**src/rtl/dual_port_ram_stream_reader.sv**
```systemverilog
// Read-side streaming engine for one port of a dual-port RAM with a registered
// address and combinational data out. A (start address, length) command is
// turned into a run of consecutive RAM reads presented on a valid/ready stream.
// Two cycles of RAM latency are covered by a small credit-controlled buffer.
module dual_port_ram_stream_reader #(
    parameter int DATA_WIDTH   = 8,
    parameter int RAM_DEPTH    = 256,
    parameter int LB_RAM_DEPTH = $clog2(RAM_DEPTH),
    parameter int LEN_WIDTH    = LB_RAM_DEPTH + 1
) (
    input  logic                    clk,
    input  logic                    rstn,
    input  logic                    cmd_valid,
    output logic                    cmd_ready,
    input  logic [LB_RAM_DEPTH-1:0] cmd_addr,
    input  logic [LEN_WIDTH-1:0]    cmd_len,
    input  logic                    abort,
    output logic [LB_RAM_DEPTH-1:0] ram_addr,
    output logic [DATA_WIDTH-1:0]   ram_din,
    output logic                    ram_wr_en,
    input  logic [DATA_WIDTH-1:0]   ram_dout,
    output logic [DATA_WIDTH-1:0]   m_data,
    output logic                    m_valid,
    input  logic                    m_ready,
    output logic                    m_last,
    output logic                    busy
);

    typedef enum logic [1:0] {
        IDLE,
        READ,
        DRAIN
    } state_t;

    localparam int BUF_DEPTH = 4;

    state_t                  state_q, state_d;
    logic [LB_RAM_DEPTH-1:0] next_addr_q, next_addr_d;
    logic [LEN_WIDTH-1:0]    remaining_q, remaining_d;
    logic [LB_RAM_DEPTH-1:0] ram_addr_q, ram_addr_d;
    logic                    p1_valid_q, p1_valid_d;
    logic                    p1_last_q, p1_last_d;
    logic                    p2_valid_q, p2_valid_d;
    logic                    p2_last_q, p2_last_d;
    logic [DATA_WIDTH-1:0]   buf_data_q [BUF_DEPTH];
    logic [DATA_WIDTH-1:0]   buf_data_d [BUF_DEPTH];
    logic                    buf_last_q [BUF_DEPTH];
    logic                    buf_last_d [BUF_DEPTH];
    logic [1:0]              wr_ptr_q, wr_ptr_d;
    logic [1:0]              rd_ptr_q, rd_ptr_d;
    logic [2:0]              count_q, count_d;

    logic [2:0] credit_used;
    logic       can_issue;
    logic       issue_last;
    logic       buf_push;
    logic       buf_pop;
    logic       cmd_fire;

    assign m_valid     = (count_q != 3'd0);
    assign m_data      = m_valid ? buf_data_q[rd_ptr_q] : '0;
    assign m_last      = m_valid & buf_last_q[rd_ptr_q];
    assign busy        = (state_q != IDLE);
    assign cmd_ready   = (state_q == IDLE) && !abort;
    assign cmd_fire    = cmd_valid && cmd_ready;
    assign ram_addr    = ram_addr_q;
    assign ram_din     = '0;
    assign ram_wr_en   = 1'b0;

    // Words buffered plus words still travelling through the RAM must never exceed
    // the buffer size, so a new read is only issued while a slot is guaranteed.
    assign credit_used = count_q + 3'(p1_valid_q) + 3'(p2_valid_q);
    assign can_issue   = (state_q == READ) && (remaining_q != '0) &&
                         (credit_used < 3'(BUF_DEPTH)) && !abort;
    assign issue_last  = (remaining_q == LEN_WIDTH'(1));
    assign buf_push    = p2_valid_q;
    assign buf_pop     = m_valid && m_ready;

    // Next-state logic: command intake, read issue, latency pipeline, buffer and abort flush.
    always_comb begin
        state_d     = state_q;
        next_addr_d = next_addr_q;
        remaining_d = remaining_q;
        ram_addr_d  = ram_addr_q;
        buf_data_d  = buf_data_q;
        buf_last_d  = buf_last_q;
        wr_ptr_d    = wr_ptr_q;
        rd_ptr_d    = rd_ptr_q;
        count_d     = count_q;

        p1_valid_d  = can_issue;
        p1_last_d   = can_issue && issue_last;
        p2_valid_d  = p1_valid_q;
        p2_last_d   = p1_last_q;

        if (buf_push) begin
            buf_data_d[wr_ptr_q] = ram_dout;
            buf_last_d[wr_ptr_q] = p2_last_q;
            wr_ptr_d             = wr_ptr_q + 2'd1;
        end
        if (buf_pop) begin
            rd_ptr_d = rd_ptr_q + 2'd1;
        end
        case ({buf_push, buf_pop})
            2'b10:   count_d = count_q + 3'd1;
            2'b01:   count_d = count_q - 3'd1;
            default: count_d = count_q;
        endcase

        case (state_q)
            IDLE: begin
                if (cmd_fire) begin
                    next_addr_d = cmd_addr;
                    remaining_d = cmd_len;
                    if (cmd_len != '0) begin
                        state_d = READ;
                    end
                end
            end
            READ: begin
                if (can_issue) begin
                    ram_addr_d  = next_addr_q;
                    next_addr_d = next_addr_q + LB_RAM_DEPTH'(1);
                    remaining_d = remaining_q - LEN_WIDTH'(1);
                    if (issue_last) begin
                        state_d = DRAIN;
                    end
                end
            end
            DRAIN: begin
                if (buf_pop && buf_last_q[rd_ptr_q]) begin
                    state_d = IDLE;
                end
            end
            default: state_d = IDLE;
        endcase

        if (abort) begin
            state_d     = IDLE;
            remaining_d = '0;
            p1_valid_d  = 1'b0;
            p1_last_d   = 1'b0;
            p2_valid_d  = 1'b0;
            p2_last_d   = 1'b0;
            wr_ptr_d    = 2'd0;
            rd_ptr_d    = 2'd0;
            count_d     = 3'd0;
        end
    end

    // State, pipeline and buffer registers with asynchronous clear.
    always_ff @(posedge clk or negedge rstn) begin
        if (!rstn) begin
            state_q     <= IDLE;
            next_addr_q <= '0;
            remaining_q <= '0;
            ram_addr_q  <= '0;
            p1_valid_q  <= 1'b0;
            p1_last_q   <= 1'b0;
            p2_valid_q  <= 1'b0;
            p2_last_q   <= 1'b0;
            buf_data_q  <= '{default: '0};
            buf_last_q  <= '{default: 1'b0};
            wr_ptr_q    <= 2'd0;
            rd_ptr_q    <= 2'd0;
            count_q     <= 3'd0;
        end else begin
            state_q     <= state_d;
            next_addr_q <= next_addr_d;
            remaining_q <= remaining_d;
            ram_addr_q  <= ram_addr_d;
            p1_valid_q  <= p1_valid_d;
            p1_last_q   <= p1_last_d;
            p2_valid_q  <= p2_valid_d;
            p2_last_q   <= p2_last_d;
            buf_data_q  <= buf_data_d;
            buf_last_q  <= buf_last_d;
            wr_ptr_q    <= wr_ptr_d;
            rd_ptr_q    <= rd_ptr_d;
            count_q     <= count_d;
        end
    end

endmodule

```
**config.mk**
```make
export PLATFORM = sky130hd
export DESIGN_NAME = dual_port_ram_stream_reader
export DESIGN_NICKNAME = d
export VERILOG_FILES = /design/src/rtl/dual_port_ram_stream_reader.sv
export SDC_FILE = /design/constraint.sdc
export NUM_CORES = 1
export LEC_CHECK = 0
export ABC_AREA = 1
export ABC_CLOCK_PERIOD_IN_PS = 2100
export BUFFER_PORTS_ARGS = -buffer_cell sky130_fd_sc_hd__clkbuf_2
export CORE_MARGIN = 8
export CORE_UTILIZATION = 57
export DETAILED_ROUTE_END_ITERATION = 8
export PLACE_DENSITY_LB_ADDON = 0.3
export SETUP_SLACK_MARGIN = 0.3
export SLEW_MARGIN = 0
export SYNTH_ARGS = -nofsm -noshare
export SYNTH_HDL_FRONTEND = slang
export SYNTH_SLANG_ARGS = --single-unit
```
**constraint.sdc**
```tcl
create_clock -name clk -period 2.1 [get_ports clk]
set_input_delay 0.42 -clock clk [delete_from_list [all_inputs] [get_ports clk]]
set_output_delay 0.42 -clock clk [all_outputs]
set_load 0.1 [all_outputs]
```
==> results of run 1 <==
[worst max path at each step]
stage | startpoint | to | slack [ns] | cells past startpoint
2_1_floorplan | count_q[1] | m_data[0] | 0.09 | 4
4_1_cts | rd_ptr_q[0] | m_data[2] | 0.05 | 7
3_3_place_gp | count_q[1] | count_q[2] | 0.31 | 11
6_report | rd_ptr_q[0] | m_data[0] | 0.05 | 7
3_5_place_dp | remaining_q[0] | next_addr_q[4] | 0.26 | 11
5_1_grt | rd_ptr_q[0] | m_data[0] | -0.03 | 7
[layout by cell type, fill, tap and decap left out, types with 4 or more instances in the layout]
master                     count
sky130_fd_sc_hd__o21ai_2      12
sky130_fd_sc_hd__nor2_1       51
sky130_fd_sc_hd__nand2_8       5
sky130_fd_sc_hd__clkbuf_2     36
sky130_fd_sc_hd__buf_12       13
sky130_fd_sc_hd__nand3_1      19
sky130_fd_sc_hd__nand2_1     122
sky130_fd_sc_hd__buf_4        10
sky130_fd_sc_hd__nor2_2        4
sky130_fd_sc_hd__inv_2         6
sky130_fd_sc_hd__dfrtp_1      71
sky130_fd_sc_hd__a21oi_1       5
sky130_fd_sc_hd__a21oi_4       8
sky130_fd_sc_hd__inv_1        35
sky130_fd_sc_hd__nand2_2      16
sky130_fd_sc_hd__nor2_4        5
sky130_fd_sc_hd__clkbuf_8      9
sky130_fd_sc_hd__o21ai_0      58
sky130_fd_sc_hd__conb_1        9
sky130_fd_sc_hd__ha_1          8
sky130_fd_sc_hd__o21ai_1      19
[kinds of logic after synthesis]
family,share of synthesized area
AND/OR/NAND/NOR,0.2464
AO/OA/AOI/OAI,0.1481
flip-flops,0.4767
buffers and inverters,0.08245
adder cells (fa/ha/maj),0.03414
XOR/XNOR,0.01127
other,0.0009653
[metrics by stage]
step	hold slack (ns)	cell area [µm²]	setup TNS [ns]
CTS	0.09659	4751	0
global placement	0.4543	4456	0
detailed placement	0.4587	4456	0
floorplan	0.1244	4041	0
finish	0.07174	5096	0
global route	0.09575	5096	-0.1476
[per-layer routing]
layer / part of all wire / vias up
met2: 0.51 / 112
li1: - / 1747
met4: 0.020 / 0
met5: 0 / -
met3: 0.050 / 23
met1: 0.42 / 1689
[area by class of cell]
cell class,count,area (µm²),area share
inverter,45,186.4,0.03658
timing repair buffer,68,638.1,0.1252
clock inverter,7,70.07,0.01375
multi-input combinational,372,2122,0.4164
tap,80,100.1,0.01964
clock buffer,9,123.9,0.02431
sequential,74,1856,0.3641
[cell usage after synthesis (all sizes together)]
library cell  instances
dfrtp                74
nand3b                1
inv                  43
clkbuf               10
conb                  1
clkinv                2
a211oi                1
o211ai                3
nand2               143
nor3                  1
buf                  16
or2                   3
nand4                 3
xnor2                 4
nor2                 60
nand3                23
ha                    9
o21bai                2
xor2                  1
o21ai                89
fa                    1
o31ai                 1
a21oi                14
[what timing repair did]
action                                 in CTS  in global routing
endpoints found under the hold margin       0                  0
buffers inserted                            3                  6
setup endpoints to repair                  18                 37
resized for setup                          19                 64
pin swaps                                   3                 17
gates cloned                                1                  5
[sequential cells by signal, indices dropped and copies added (netlist names)]
name and cells:
p1_valid_q 1, buf_last_q 4, rd_ptr_q 2, next_addr_q 8, wr_ptr_q 2, p1_last_q 1, ram_addr 8, state_q 2
p2_last_q 1, count_q 3, buf_push 1, remaining_q 9, buf_data_q 32
[power groups by stage]
stage / combinational [µW] / sequential, µW / clock [µW]
after global placement: 4730 / 2280 / 0
after floorplan: 3250 / 2650 / 0
after CTS: 4970 / 2280 / 1110
after global routing: 5950 / 2400 / 1170
final: 5590 / 2340 / 1100
after detailed placement: 4820 / 2290 / 0
==> impl_metrics.prom, run 1 <==
# TYPE chip_impl_metric gauge
chip_impl_info{name="crit_chain",value="buf_12 > clkbuf_16 > nor2_4 > nor2_2 > o21ai_2 > a21oi_4 > buf_12"} 1
chip_impl_metric{name="top_fanout_value_on_the_critical_path",unit=""} 4
chip_impl_metric{name="n_fill_cell",unit=""} 442
chip_impl_metric{name="synth.lib_cells_used.distinct",unit=""} 33
chip_impl_metric{name="cts.sinks",unit=""} 74
chip_impl_metric{name="power-per-cell-area",unit="nW/µm²"} 1770
chip_impl_info{name="critPathLaunchType",value="register"} 1
chip_impl_metric{name="max_stage_delay",unit="ns"} 0.45
chip_impl_metric{name="rr_worst_depth",unit=""} 12
chip_impl_metric{name="place.port_buffers",unit=""} 49
chip_impl_metric{name="wl",unit="µm"} 9837
chip_impl_metric{name="synth_seq_area_share",unit=""} 0.4767
chip_impl_metric{name="htreeDepth",unit=""} 3
chip_impl_metric{name="fp.coreArea",unit="µm²"} 6681
chip_impl_metric{name="drt_drc_violations_left",unit=""} 0
chip_impl_metric{name="slew_viol_final",unit=""} 0
chip_impl_metric{name="num_io_pins",unit=""} 59
chip_impl_metric{name="global_route_wire_length_before_repair",unit="µm"} 15640
chip_impl_metric{name="first_global_vias",unit=""} 3436
chip_impl_metric{name="fin_util",unit=""} 0.7627
chip_impl_metric{name="path_buf_inv",unit=""} 3
chip_impl_metric{name="leakagePower",unit="µW"} 0.002453
chip_impl_info{name="layer_with_the_highest_usage_after_global_routing",value="met2"} 1
chip_impl_metric{name="dp_slack",unit="ns"} 0.2584
chip_impl_metric{name="drt_iter0_markers",unit=""} 182
chip_impl_metric{name="post-layout-total-power",unit="µW"} 9020
chip_impl_metric{name="gr-usage-met2",unit=""} 0.3370
chip_impl_metric{name="fin_worst_skew",unit="ns"} 0.008666
chip_impl_metric{name="power_frac_comb",unit=""} 0.619
chip_impl_metric{name="global_route.overflow_total",unit=""} 0
chip_impl_metric{name="placed_cells",unit=""} 624
chip_impl_metric{name="required_worst_endpoint",unit="ns"} 1.68
chip_impl_metric{name="max_cap_viol_count",unit=""} 0
chip_impl_metric{name="yosysTopAreaCellShare",unit=""} 0.4767
chip_impl_metric{name="fin_crit",unit="ns"} 2.055
chip_impl_info{name="status",value="completed"} 1
chip_impl_info{name="root_buffer",value="sky130_fd_sc_hd__clkbuf_8"} 1
chip_impl_metric{name="grtUsageMet1",unit=""} 0.2297
chip_impl_metric{name="fp.dieW",unit="µm"} 98.56
chip_impl_metric{name="yosys_register_bits",unit=""} 74
chip_impl_info{name="worst_path_most_repeated_cell",value="sky130_fd_sc_hd__buf_12"} 1
chip_impl_metric{name="fp-row-count",unit=""} 30
chip_impl_info{name="hold_path.class",value="in2async"} 1
chip_impl_metric{name="dieHeight",unit="µm"} 98.56
chip_impl_metric{name="number_of_instances_in_the_synthesized_netlist",unit=""} 505
chip_impl_metric{name="globalRouteMet3Util",unit=""} 0.03383
chip_impl_metric{name="synth_warnings",unit=""} 0
chip_impl_info{name="cp-end-kind",value="output port"} 1
chip_impl_metric{name="clock_tree_buf_depth",unit=""} 2
chip_impl_metric{name="irDropWorstVdd",unit="µV"} 1072
chip_impl_metric{name="clk_pin_slew_worst_paths",unit="ns"} 0.08
chip_impl_metric{name="crit_path_arrival_time",unit="ns"} 1.63
chip_impl_metric{name="grt_max_degree",unit=""} 75
chip_impl_metric{name="viasPerCell",unit=""} 5.452
chip_impl_metric{name="p_int",unit="µW"} 4298
chip_impl_metric{name="globalplace.congestion",unit=""} 0.8586
chip_impl_metric{name="timing_hold_violations_final",unit=""} 0
chip_impl_metric{name="max_clock_freq",unit="GHz"} 0.4867
chip_impl_metric{name="area_delta_synth_final",unit="%"} 31.18
chip_impl_metric{name="mappedNetlistArea",unit="µm²"} 3885
chip_impl_metric{name="drive_above_1_share",unit=""} 0.2800
chip_impl_metric{name="vias",unit=""} 3571
chip_impl_metric{name="final_antenna_net_count",unit=""} 0
chip_impl_metric{name="cts_buffers",unit=""} 9
chip_impl_metric{name="timing.final.setup_violations",unit=""} 0
chip_impl_info{name="timing.rr.start",value="count_q[2]"} 1
chip_impl_metric{name="timing.final.ws_setup",unit="ns"} 0.04532
chip_impl_metric{name="design.die.area",unit="µm²"} 9713
chip_impl_metric{name="part_of_the_power_in_registers",unit=""} 0.259
chip_impl_metric{name="max_slew.worst_pin.slew",unit="ns"} 0.6042
chip_impl_metric{name="syn-mean-instance-area",unit="µm²"} 7.693
chip_impl_metric{name="grt_antenna_before_repair",unit=""} 0
chip_impl_metric{name="finish.cell_count_without_fillers",unit=""} 655
chip_impl_metric{name="dp.final_hpwl",unit="µm"} 6212
chip_impl_info{name="synth_top_area_cell",value="sky130_fd_sc_hd__dfrtp_1"} 1
chip_impl_metric{name="worst-r2r-setup-slack",unit="ns"} 0.24
chip_impl_info{name="tritoncts",value="yes"} 1
chip_impl_info{name="critical_path.slowest_cell",value="sky130_fd_sc_hd__dfrtp_2"} 1
chip_impl_metric{name="grt_use_total",unit=""} 0.1956
chip_impl_info{name="worst_r2r_endpoint",value="count_q[2]"} 1
chip_impl_metric{name="antenna_cells",unit=""} 0
chip_impl_info{name="worst-setup-path-type",value="reg2out"} 1
chip_impl_info{name="rsz0062_at_grt",value="yes"} 1
chip_impl_metric{name="period_share",unit=""} 0.9784
chip_impl_info{name="netlist_top_cells_area",value="sky130_fd_sc_hd__dfrtp_1, sky130_fd_sc_hd__nand2_1, sky130_fd_sc_hd__o21ai_0"} 1
chip_impl_metric{name="floorplan.initialDensity",unit=""} 0.5815
chip_impl_metric{name="post_drt_wl_per_cell",unit="µm"} 15.02
chip_impl_metric{name="timing.max_slew.rel_slack",unit=""} 0.5962
chip_impl_metric{name="power.share.switching",unit=""} 0.5236
chip_impl_metric{name="p_clk_frac",unit=""} 0.122
chip_impl_metric{name="post_cts_hold_buffer_count",unit=""} 0
chip_impl_metric{name="power.net_switching",unit="µW"} 4723
chip_impl_metric{name="drt_pass1_iterations",unit=""} 5
chip_impl_metric{name="nets",unit=""} 610
chip_impl_info{name="family_with_the_most_delay_on_the_worst_path",value="buffers and inverters"} 1
chip_impl_metric{name="insertion_delay",unit="ns"} 0.35
(Power assumes the default switching activity.)
==> inputs of run 2 (changes only) <==
--- a/config.mk
+++ b/config.mk
@@ -7,10 +7,11 @@
 export LEC_CHECK = 0
 export ABC_AREA = 1
 export ABC_CLOCK_PERIOD_IN_PS = 2100
-export BUFFER_PORTS_ARGS = -buffer_cell sky130_fd_sc_hd__clkbuf_2
+export CORE_ASPECT_RATIO = 0.6
 export CORE_MARGIN = 8
-export CORE_UTILIZATION = 57
+export CORE_UTILIZATION = 61
 export DETAILED_ROUTE_END_ITERATION = 8
+export DONT_BUFFER_PORTS = 1
 export PLACE_DENSITY_LB_ADDON = 0.3
 export SETUP_SLACK_MARGIN = 0.3
 export SLEW_MARGIN = 0
==> impl_metrics.prom, run 2 (synthesis results as in run 1) <==
# TYPE chip_impl_metric gauge
chip_impl_metric{name="period_share",unit=""} 1.010
chip_impl_metric{name="dp_slack",unit="ns"} 0.2846
chip_impl_metric{name="timing.max_slew.rel_slack",unit=""} 0.5249
chip_impl_metric{name="num_io_pins",unit=""} 59
chip_impl_metric{name="multi_input_area",unit="µm²"} 2252
chip_impl_metric{name="grt_use_total",unit=""} 0.2304
chip_impl_metric{name="dieHeight",unit="µm"} 77.82
chip_impl_metric{name="first_global_vias",unit=""} 3424
chip_impl_metric{name="insertion_delay",unit="ns"} 0.36
chip_impl_metric{name="global_route.overflow_total",unit=""} 0
chip_impl_metric{name="clock_tree_buf_depth",unit=""} 2
chip_impl_metric{name="area_delta_synth_final",unit="%"} 38.42
chip_impl_info{name="violations",value="hold timing, setup timing"} 1
chip_impl_info{name="worst-setup-path-type",value="reg2out"} 1
chip_impl_metric{name="fp-row-count",unit=""} 22
chip_impl_metric{name="drt_iter0_markers",unit=""} 644
chip_impl_metric{name="htreeDepth",unit=""} 3
chip_impl_metric{name="post_drt_wl_per_cell",unit="µm"} 22.81
chip_impl_metric{name="largest_register_ffs",unit=""} 32
chip_impl_metric{name="floorplan.initialDensity",unit=""} 0.6329
chip_impl_metric{name="global_route_wire_length_before_repair",unit="µm"} 17220
chip_impl_metric{name="dp.final_hpwl",unit="µm"} 6820
chip_impl_metric{name="vias",unit=""} 4225
chip_impl_metric{name="place.port_buffers",unit=""} 0
chip_impl_metric{name="fp.dieW",unit="µm"} 119.0
chip_impl_metric{name="globalplace.congestion",unit=""} 0.8778
chip_impl_info{name="crit_chain",value="buf_4 > clkinvlp_4 > nor2_1 > o21ai_2 > a21oi_4 > buf_12"} 1
chip_impl_metric{name="timing_hold_violations_final",unit=""} 74
chip_impl_info{name="cp-end-kind",value="output port"} 1
chip_impl_metric{name="grt_max_degree",unit=""} 75
chip_impl_info{name="root_buffer",value="sky130_fd_sc_hd__clkbuf_8"} 1
chip_impl_metric{name="drt_drc_violations_left",unit=""} 0
chip_impl_metric{name="fin_crit",unit="ns"} 2.121
chip_impl_metric{name="antenna_cells",unit=""} 0
chip_impl_info{name="biggestRegsByFlops",value="buf_data_q (32), remaining_q (9)"} 1
chip_impl_metric{name="ff_latch_area",unit="µm²"} 1856
chip_impl_metric{name="max_stage_delay",unit="ns"} 0.41
chip_impl_metric{name="max_clock_freq",unit="GHz"} 0.4716
chip_impl_metric{name="design.die.area",unit="µm²"} 9262
chip_impl_metric{name="fin_worst_skew",unit="ns"} 0.01343
chip_impl_metric{name="timing.final.ws_setup",unit="ns"} -0.02066
chip_impl_info{name="critical_path.slowest_cell",value="sky130_fd_sc_hd__dfrtp_2"} 1
chip_impl_metric{name="slew_viol_final",unit=""} 0
chip_impl_metric{name="timing.final.setup_violations",unit=""} 3
chip_impl_metric{name="viasPerCell",unit=""} 6.510
chip_impl_metric{name="path_buf_inv",unit=""} 3
chip_impl_info{name="layout_commonest_cell",value="sky130_fd_sc_hd__nand2_1"} 1
chip_impl_info{name="family_with_the_most_delay_on_the_worst_path",value="buffers and inverters"} 1
chip_impl_metric{name="drt_pass1_iterations",unit=""} 6
chip_impl_info{name="top_reg_by_flops",value="buf_data_q"} 1
chip_impl_metric{name="final_antenna_net_count",unit=""} 0
chip_impl_info{name="rsz0062_at_grt",value="yes"} 1
chip_impl_info{name="hold_path.class",value="in2async"} 1
chip_impl_metric{name="wl",unit="µm"} 14800
chip_impl_metric{name="max_cap_viol_count",unit=""} 0
chip_impl_metric{name="leakagePower",unit="µW"} 0.002526
chip_impl_metric{name="grt_antenna_before_repair",unit=""} 0
chip_impl_info{name="critPathLaunchType",value="register"} 1
chip_impl_metric{name="cts.sinks",unit=""} 74
chip_impl_metric{name="clk_pin_slew_worst_paths",unit="ns"} 0.08
chip_impl_metric{name="power-per-cell-area",unit="nW/µm²"} 1912
chip_impl_metric{name="n_fill_cell",unit=""} 262
chip_impl_metric{name="max_slew.worst_pin.slew",unit="ns"} 0.7109
chip_impl_metric{name="fp.coreArea",unit="µm²"} 6138
chip_impl_metric{name="placed_area",unit="µm²"} 4300
chip_impl_metric{name="cts_buffers",unit=""} 9
chip_impl_metric{name="post-layout-total-power",unit="µW"} 10280
chip_impl_metric{name="worst_hold_slack_after_final_layout",unit="ns"} -0.2457
chip_impl_metric{name="top_fanout_value_on_the_critical_path",unit=""} 5
chip_impl_metric{name="irDropWorstVdd",unit="µV"} 1453
chip_impl_info{name="tritoncts",value="yes"} 1
chip_impl_metric{name="nets",unit=""} 600
chip_impl_info{name="mostFrequentLayoutCells",value="sky130_fd_sc_hd__nand2_1, sky130_fd_sc_hd__dfrtp_1, sky130_fd_sc_hd__o21ai_0"} 1
chip_impl_metric{name="final_instance_area",unit="µm²"} 5378
chip_impl_metric{name="crit_path_arrival_time",unit="ns"} 1.70
chip_impl_info{name="status",value="finished, violations left"} 1
chip_impl_metric{name="required_worst_endpoint",unit="ns"} 1.68
chip_impl_metric{name="drive_above_1_share",unit=""} 0.3292
## run 2: cell types whose count changed in the layout (fill, tap and decap cells not counted), sizes merged
cell,previous run,this run
clkinvlp,3,4
buf,30,53
clkbuf,47,14
bufinv,1,3
clkinv,6,3
## run 2: path summary, 6_finish.rpt
path / start / end / slack [ns] / depth (start not counted)
setup / recovery: rd_ptr_q[1] / m_data[2] / -0.02 / 6
hold / removal: rstn / ram_addr[0] / -0.25 / 0
setup reg to reg: count_q[0] / count_q[2] / 0.05 / 12
hold reg to reg: buf_data_q[26] / buf_data_q[26] / 0.50 / 2
max in group asynchronous: rstn / count_q[1] / 2.23 / 0
min in group clk: abort / buf_push / 0.12 / 1
## run 2: per-layer routing
layer	GRT usage	vias to the layer above	share of wire
met2	0.3635	399	0.44
met3	0.07803	127	0.13
met5	0	-	0
li1	-	1721	-
met4	0.08532	0	0.062
met1	0.2897	1978	0.36
## run 2: cell type report
| cell class | instances | share of cell area |
|---|---|---|
| clock buffers | 12 | 0.02699 |
| inverters | 45 | 0.03932 |
| clock inverters | 4 | 0.01838 |
| repair inverters | 3 | 0.006049 |
| well taps | 84 | 0.01954 |
| repair buffers | 55 | 0.1259 |
| multi-input cells | 372 | 0.4188 |
| flip-flops and latches | 74 | 0.3450 |
## run 2: worst reg2reg max path: cells and delay by family (launching register included)
family          cells  cell delay [ns]
fa+ha+maj           1             0.41
buf+inv             3             0.23
compound gates      2             0.17
simple gates        5             0.52
flops               1             0.43
xor+xnor            1             0.22
## run 2: per-stage QoR
step	setup TNS (ns)	std cells	util
after floorplan	0	513	-
after global placement	0	597	0.7006
after detailed placement	0	597	0.7006
after CTS	0	625	0.7782
after global routing	-0.2330	649	0.8761
final	-0.03677	649	0.8761
## run 2: power breakdown
| part | internal, µW | switching [µW] | leakage (µW) |
|---|---|---|---|
| clock network | 826 | 558 | 0.000121 |
| logic | 2150 | 4340 | 0.00154 |
| registers | 1920 | 485 | 0.000869 |
## run 2: what timing repair did
action,CTS,global route
setup endpoints to repair,11,39
cloned,4,7
gates resized for setup,38,109
endpoints found under the hold margin,74,74
pin swaps,5,35
setup buffers,8,17
==> inputs of run 3 (changes only) <==
--- a/config.mk
+++ b/config.mk
@@ -13,6 +13,7 @@
 export DETAILED_ROUTE_END_ITERATION = 8
 export DONT_BUFFER_PORTS = 1
 export PLACE_DENSITY_LB_ADDON = 0.3
+export REMOVE_ABC_BUFFERS = 1
 export SETUP_SLACK_MARGIN = 0.3
 export SLEW_MARGIN = 0
 export SYNTH_ARGS = -nofsm -noshare
==> impl_metrics.prom, run 3 (synthesis results as in run 1) <==
# TYPE chip_impl_metric gauge
chip_impl_metric{name="floorplan.initialDensity",unit=""} 0.6329
chip_impl_metric{name="grt_use_total",unit=""} 0.2202
chip_impl_metric{name="area_delta_synth_final",unit="%"} 29.66
chip_impl_info{name="tritoncts",value="yes"} 1
chip_impl_metric{name="fin_worst_skew",unit="ns"} 0.006361
chip_impl_metric{name="max_clock_freq",unit="GHz"} 0.4708
chip_impl_metric{name="global_route_wire_length_before_repair",unit="µm"} 16380
chip_impl_metric{name="cts_buffers",unit=""} 9
chip_impl_metric{name="insertion_delay",unit="ns"} 0.35
chip_impl_metric{name="dp.final_hpwl",unit="µm"} 6808
chip_impl_metric{name="placed_cells",unit=""} 598
chip_impl_info{name="top_reg_by_flops",value="buf_data_q"} 1
chip_impl_metric{name="grt_antenna_before_repair",unit=""} 0
chip_impl_info{name="worst-setup-path-type",value="reg2out"} 1
chip_impl_metric{name="post_drt_wl_per_cell",unit="µm"} 19.29
chip_impl_metric{name="timing.final.ws_setup",unit="ns"} -0.02407
chip_impl_metric{name="design.die.area",unit="µm²"} 9262
chip_impl_metric{name="viasPerCell",unit=""} 6.084
chip_impl_info{name="crit_chain",value="buf_4 > nor2_1 > nor2_1 > o21ai_2 > a21oi_4 > buf_12"} 1
chip_impl_metric{name="vias",unit=""} 3839
chip_impl_metric{name="max_stage_delay",unit="ns"} 0.48
chip_impl_info{name="status",value="finished, violations left"} 1
chip_impl_metric{name="timing_hold_violations_final",unit=""} 74
chip_impl_metric{name="crit_path_arrival_time",unit="ns"} 1.70
chip_impl_info{name="cp-end-kind",value="output port"} 1
chip_impl_metric{name="clock_tree_buf_depth",unit=""} 2
chip_impl_info{name="layout_commonest_cell",value="sky130_fd_sc_hd__nand2_1"} 1
chip_impl_info{name="worst_path_most_repeated_cell",value="sky130_fd_sc_hd__nor2_1"} 1
chip_impl_metric{name="timing.final.setup_violations",unit=""} 4
chip_impl_metric{name="finish.cell_count_without_fillers",unit=""} 631
chip_impl_metric{name="globalplace.congestion",unit=""} 0.8649
chip_impl_metric{name="global_route.overflow_total",unit=""} 0
chip_impl_metric{name="drt_pass1_iterations",unit=""} 6
chip_impl_metric{name="worst_hold_slack_after_final_layout",unit="ns"} -0.2466
chip_impl_info{name="family_with_the_most_delay_on_the_worst_path",value="flip-flops"} 1
chip_impl_metric{name="clk_pin_slew_worst_paths",unit="ns"} 0.07
chip_impl_metric{name="first_global_vias",unit=""} 3253
chip_impl_metric{name="dieHeight",unit="µm"} 77.82
chip_impl_info{name="biggestRegsByFlops",value="buf_data_q (32), remaining_q (9)"} 1
chip_impl_metric{name="n_fill_cell",unit=""} 355
chip_impl_metric{name="required_worst_endpoint",unit="ns"} 1.68
chip_impl_metric{name="ff_latch_area",unit="µm²"} 1854
chip_impl_metric{name="fp.coreArea",unit="µm²"} 6138
chip_impl_metric{name="fp-row-count",unit=""} 22
chip_impl_metric{name="max_slew.worst_pin.slew",unit="ns"} 0.6530
chip_impl_info{name="violations",value="hold timing, setup timing"} 1
chip_impl_metric{name="drt_iter0_markers",unit=""} 440
chip_impl_metric{name="fp.dieW",unit="µm"} 119.0
chip_impl_metric{name="antenna_cells",unit=""} 0
chip_impl_metric{name="htreeDepth",unit=""} 3
chip_impl_metric{name="worst-r2r-setup-slack",unit="ns"} 0.09
chip_impl_metric{name="fin_util",unit=""} 0.8206
chip_impl_metric{name="slew_viol_final",unit=""} 0
chip_impl_metric{name="wl",unit="µm"} 12170
chip_impl_metric{name="rr_worst_depth",unit=""} 12
chip_impl_metric{name="multi_input_area",unit="µm²"} 2190
chip_impl_metric{name="num_io_pins",unit=""} 59
chip_impl_metric{name="grt_max_degree",unit=""} 75
chip_impl_metric{name="drive_above_1_share",unit=""} 0.2761
chip_impl_metric{name="largest_register_ffs",unit=""} 32
chip_impl_info{name="root_buffer",value="sky130_fd_sc_hd__clkbuf_8"} 1
chip_impl_info{name="hold_path.class",value="in2async"} 1
chip_impl_metric{name="period_share",unit=""} 1.011
chip_impl_info{name="critical_path.slowest_cell",value="sky130_fd_sc_hd__dfrtp_2"} 1
chip_impl_info{name="rsz0062_at_grt",value="yes"} 1
chip_impl_info{name="critPathLaunchType",value="register"} 1
chip_impl_metric{name="top_fanout_value_on_the_critical_path",unit=""} 4
chip_impl_info{name="worst_r2r_endpoint",value="count_q[2]"} 1
chip_impl_metric{name="nets",unit=""} 583
chip_impl_metric{name="place.port_buffers",unit=""} 0
chip_impl_metric{name="cts.sinks",unit=""} 74
chip_impl_metric{name="fin_crit",unit="ns"} 2.124
chip_impl_info{name="mostFrequentLayoutCells",value="sky130_fd_sc_hd__nand2_1, sky130_fd_sc_hd__dfrtp_1, sky130_fd_sc_hd__o21ai_0"} 1
chip_impl_metric{name="path_buf_inv",unit=""} 2
chip_impl_metric{name="timing.max_slew.rel_slack",unit=""} 0.5636
chip_impl_metric{name="final_antenna_net_count",unit=""} 0
chip_impl_metric{name="max_cap_viol_count",unit=""} 0
chip_impl_metric{name="drt_drc_violations_left",unit=""} 0
chip_impl_info{name="timing.rr.start",value="count_q[0]"} 1
==> run 3: layout make-up <==
type	instances	share of cell area
Multi-Input combinational cell	371	0.4347
Clock buffer	13	0.03154
Clock inverter	2	0.01192
Tap cell	84	0.02086
Timing Repair Buffer	42	0.09762
Inverter	45	0.03527
Sequential cell	74	0.3681
==> run 3: worst max-delay path by stage <==
stage,startpoint,cells past startpoint,to,slack (ns)
floorplan,count_q[0],4,m_data[0],-1.56
global placement,count_q[0],11,count_q[2],0.26
detailed placement,count_q[0],11,count_q[2],0.06
CTS,rd_ptr_q[0],6,m_data[5],0.06
global route,rd_ptr_q[1],5,m_data[7],-0.09
finish,rd_ptr_q[0],6,m_data[6],-0.02
==> run 3: worst register-to-register path, delay by kind of cell (launching register included) <==
| family | cells | cell delay [ns] |
|---|---|---|
| and+or+nand+nor | 5 | 0.44 |
| xor gates and xnor gates | 1 | 0.20 |
| DFF | 1 | 0.43 |
| AOI/OAI and AO/OA | 2 | 0.24 |
| adders and majority gates | 1 | 0.41 |
| buffers and inverters | 3 | 0.22 |
==> run 3: routing by layer <==
layer | vias up | GRT usage | share of wire
met5 | - | 0 | 0
met1 | 1839 | 0.3045 | 0.39
met2 | 281 | 0.3227 | 0.47
li1 | 1687 | - | -
met3 | 32 | 0.07370 | 0.12
met4 | 0 | 0.06274 | 0.018
==> run 3: repair_timing <==
action / CTS / global route
gates resized for setup: 33 / 104
hold endpoints to repair: 74 / 74
gates cloned: 1 / 2
endpoints found under the setup margin: 23 / 40
pin swaps: 10 / 33
setup buffers: 6 / 9
==> run 3: metrics by stage <==
step / setup TNS (ns) / worst slack [ns] / cell area [µm²]
after floorplan: -15.01 / -1.561 / 3764
after global placement: 0 / 0.2643 / 4217
after detailed placement: 0 / 0.06497 / 4217
after CTS: 0 / 0.05786 / 4593
after global routing: -0.2609 / -0.08810 / 5037
final: -0.06086 / -0.02407 / 5037
Power of run 3 is left out: the tool's default activity adds up to more than one toggle a clock period on the data nets, which glitch-free logic cannot reach.
